File: config.mk
export PLATFORM = sky130hd
export DESIGN_NAME = mux_sel_rr_arbiter
export DESIGN_NICKNAME = d
export VERILOG_FILES = /design/src/rtl/mux_sel_rr_arbiter.sv
export SDC_FILE = /design/constraint.sdc
export NUM_CORES = 1
export LEC_CHECK = 0
export BUFFER_PORTS_ARGS = -buffer_cell sky130_fd_sc_hd__buf_2
export CORE_AREA = 2 2 39 41
export DETAILED_ROUTE_END_ITERATION = 8
export DIE_AREA = 0 0 41 43
export PLACE_DENSITY_LB_ADDON = 0.25
export SKIP_LAST_GASP = 1
export SYNTH_ARGS = -nofsm -noshare
export SYNTH_HDL_FRONTEND = slang
export SYNTH_SLANG_ARGS = --single-unit
File: constraint.sdc
create_clock -name clk -period 1.7 [get_ports clk]
set_clock_uncertainty 0.05 [all_clocks]
set_input_delay 0.17 -clock clk [delete_from_list [all_inputs] [get_ports clk]]
set_output_delay 0.17 -clock clk [all_outputs]
set_load 0.03 [all_outputs]
File: src/rtl/mux_sel_rr_arbiter.sv
// Round-robin select generator for a 4:1 mux: registered S/gnt held until ack.
// Optional grant hold timeout is enabled by defining MUX_SEL_TIMEOUT_EN.
module mux_sel_rr_arbiter #(
  parameter int HOLD_CYCLES = 4,
  parameter int CNT_W       = 3
) (
  input  logic       clk,
  input  logic       rst,
  input  logic       en,
  input  logic [3:0] req,
  input  logic       ack,
  output logic [1:0] S,
  output logic [3:0] gnt,
  output logic       valid,
  output logic       timeout
);

  localparam logic [0:0] IDLE  = 1'b0;
  localparam logic [0:0] GRANT = 1'b1;

  logic [0:0] state;
  logic [1:0] ptr;
  logic [1:0] winner;
  logic       expire;

  if (2 ** CNT_W <= HOLD_CYCLES) begin : g_cnt_w_check
    $error("CNT_W too narrow for HOLD_CYCLES");
  end

  // Offsets are scanned from farthest to nearest so the closest requester to ptr wins.
  function automatic logic [1:0] pick(input logic [3:0] r, input logic [1:0] p);
    logic [1:0] idx;
    pick = p;
    for (int k = 3; k >= 0; k--) begin
      idx = p + 2'(k);
      if (r[idx]) pick = idx;
    end
  endfunction

  assign winner = pick(req, ptr);

`ifdef MUX_SEL_TIMEOUT_EN
  logic [CNT_W-1:0] cnt;

  assign expire = (cnt == CNT_W'(HOLD_CYCLES - 1));

  always_ff @(posedge clk or posedge rst) begin
    if (rst) begin
      cnt     <= '0;
      timeout <= 1'b0;
    end else begin
      timeout <= (state == GRANT) && !ack && expire;
      if (state == IDLE)
        cnt <= '0;
      else if (cnt != CNT_W'(HOLD_CYCLES))
        cnt <= cnt + 1'b1;
    end
  end
`else
  assign expire  = 1'b0;
  assign timeout = 1'b0;
`endif

  always_ff @(posedge clk or posedge rst) begin
    if (rst) begin
      state <= IDLE;
      S     <= 2'd0;
      gnt   <= 4'b0000;
      valid <= 1'b0;
      ptr   <= 2'd0;
    end else begin
      case (state)
        IDLE: begin
          if (en && (req != 4'b0000)) begin
            state <= GRANT;
            S     <= winner;
            gnt   <= 4'b0001 << winner;
            valid <= 1'b1;
          end
        end
        default: begin
          // A dropped grant (acked or expired) hands priority to the next channel.
          if (ack || expire) begin
            state <= IDLE;
            valid <= 1'b0;
            gnt   <= 4'b0000;
            ptr   <= S + 2'd1;
          end
        end
      endcase
    end
  end

endmodule

==> flow_summary.json <==
{
  "run_status": "finished, final reports clean",
  "drv_cap": 0,
  "setup-tns-final_ns": 0,
  "final_cell_mix": "buf_2 (14), dfrtp_1 (10), o21ai_0 (6)",
  "antenna_found_initial": 0,
  "grt_pass1_vias": 402,
  "internal_power_mw": 0.565,
  "fp.dieArea_um2": 1760,
  "min_path_type": "in2reg",
  "worst-endpoint-required_ns": 1.79,
  "fin_nets": 84,
  "ys_seq_area_share_pct": 46.2,
  "switching_power_mw": 0.412,
  "cts.clk_slew.worst_paths_ns": 0.06,
  "hold_buffers": 1,
  "yosysUniqueCellTypes": 26,
  "grt_pass1_wl_um": 1720,
  "drcViolationCount": 0,
  "cts_buffers": 3,
  "portBuffers": 14,
  "viasPerCell": 5.08,
  "synthFlopType": "dfrtp_1",
  "fmax_mhz": 665,
  "cp.arrival_ns": 1.60,
  "hold_viol": 0,
  "htreeDepth": 1,
  "cts_root_buffer": "clkbuf_4",
  "grt_overflow": 0,
  "p_leak_nw": 0.330,
  "clk_latency_ns": 0.26,
  "antenna_cells": 0,
  "p_sw_share_pct": 42.2,
  "syn-cell-area_um2": 542,
  "rsz0062_at_grt": "no",
  "cts_buffer_depth": 2,
  "slowest_delay_ns": 0.42,
  "syn2layout_area_growth_pct": 20.6,
  "chipWidth_um": 41,
  "pwr-share-clk_pct": 16.1,
  "finalMaxSlewViolations": 0,
  "synth_edf_count": 0,
  "track_usage_pct": 15.1,
  "comb_power_share_pct": 43.7,
  "irDropWorstVdd_v": 0.000603,
  "tritoncts": "built",
  "postSynthCellCount": 58,
  "fin_crit_ns": 1.50,
  "die_height_um": 43,
  "synth_top_area_share_pct": 46.2,
  "top_usage_layer": "met1",
  "gp_congestion": 0.680,
  "drive_above_1_share_pct": 28.4,
  "fin_crit_sh_pct": 88.5,
  "yosys-top-cells-area": "dfrtp_1 (46%), o21ai_0 (5.5%), o21a_1 (4.2%)",
  "yosys_register_bits": 10,
  "use_met3_pct": 3.14,
  "critPathSlowestCell": "dfrtp_1",
  "via_count": 457,
  "ys_warn_count": 0,
  "crit_path_start_kind": "register",
  "cts_resized": 0,
  "crit_fanout": 6,
  "dp_hpwl_um": 818,
  "cp-end-kind": "register",
  "syn_area_per_cell_um2": 9.34,
  "ios": 16,
  "drt_iter0_drc": 7,
  "powerDensity_nw_per_um2": 1500,
  "grt_start_max_net_pins": 11,
  "synthArstFlopShare_pct": 100,
  "sequentialPowerShare_pct": 40.2,
  "met2_usage_pct": 18.8,
  "avgRoutedWirePerCell_um": 11.6,
  "start_util_pct": 39.2,
  "dr.pass1.iters": 4,
  "final_common_cell": "buf_2",
  "crit_type": "reg2reg",
  "synth_largest_area_cell": "dfrtp_1",
  "finalSetupViolCount": 0,
  "postLayoutCoreUtil_pct": 47.2,
  "antenna_left": 0,
  "gr-usage-met1_pct": 20.7,
  "syn_nets": 66,
  "rows": 14,
  "coreArea_um2": 1380,
  "cts_setup_buffers": 0,
  "path_cells": "nand2b_1 > a21oi_1 > nor3_1 > o41ai_1",
  "wl_um": 1050,
  "clock_sinks": 10
}
sequential cells by signal, summed over array words and instances (netlist names):
register	count
gnt	4
S	2
ptr	2
state	1
valid	1
cell type report:
cell class,count,area (µm²)
well taps,16,20.0
inverters,3,11.3
flip-flops and latches,10,250
repair buffers,15,80.1
clock buffers,3,22.5
multi-input cells,43,269
fillers,144,731
power by group through the flow:
stage          registers [mW]  logic (mW)  clock network, mW
2_1_floorplan           0.506       0.203                  0
3_3_place_gp            0.397       0.425                  0
3_5_place_dp            0.398       0.430                  0
4_1_cts                 0.394       0.432              0.165
5_1_grt                 0.407       0.474              0.176
6_report                0.393       0.427              0.157
cell families after synthesis:
logic type,count (synthesis),synth area share [%]
AOI/OAI and AO/OA,18,23.1
xor gates and xnor gates,1,1.62
buffers and inverters,5,4.16
DFF,10,46.2
muxes,1,2.08
other,1,0.692
and+or+nand+nor,22,22.2
final timing paths:
path | end | start | depth (start not counted) | slack [ns]
hold / removal | state$_DFF_PP0_ | ack | 2 | 0.05
hold reg to reg | valid$_DFFE_PP0P_ | valid$_DFFE_PP0P_ | 1 | 0.44
min in group asynchronous | valid$_DFFE_PP0P_ | rst | 3 | 0.37
max in group asynchronous | gnt[1]$_DFFE_PP0P_ | rst | 3 | 0.97
setup / recovery | gnt[3]$_DFFE_PP0P_ | ptr[1]$_DFFE_PP0P_ | 4 | 0.20
setup reg to reg | gnt[3]$_DFFE_PP0P_ | ptr[1]$_DFFE_PP0P_ | 4 | 0.20
per-layer routing:
metal | up-vias | routed length [µm] | share of wire, %
met5 | - | 0 | 0
met4 | 0 | 42 | 4.0
met3 | 5 | 45 | 4.3
met2 | 12 | 450 | 43
met1 | 205 | 507 | 49
li1 | 235 | - | -
cell usage after synthesis (2+ instances only):
master	count
o21ai_0	6
inv_1	3
nand2b_1	3
nor2_1	5
a21oi_1	2
nand3_1	4
o21a_1	3
dfrtp_1	10
nand2_1	5
critical path: cells and delay by family, from the launching register on:
kind,cells,cell delay [ns]
AO/OA/AOI/OAI,2,0.61
flip-flops,1,0.42
AND/OR/NAND/NOR,2,0.30
through the flow:
stage	total power, mW	cell area, µm²	cells	hold slack [ns]	setup WS [ns]
finish	0.976	653	90	0.0529	0.196
global placement	0.822	621	86	0.116	0.231
detailed placement	0.828	621	86	0.116	0.185
floorplan	0.709	542	58	-0.0398	0.313
CTS	0.991	653	90	0.0518	0.174
global route	1.06	653	90	0.0688	0.0436
No activity file was read; power rests on OpenSTA's default activity.
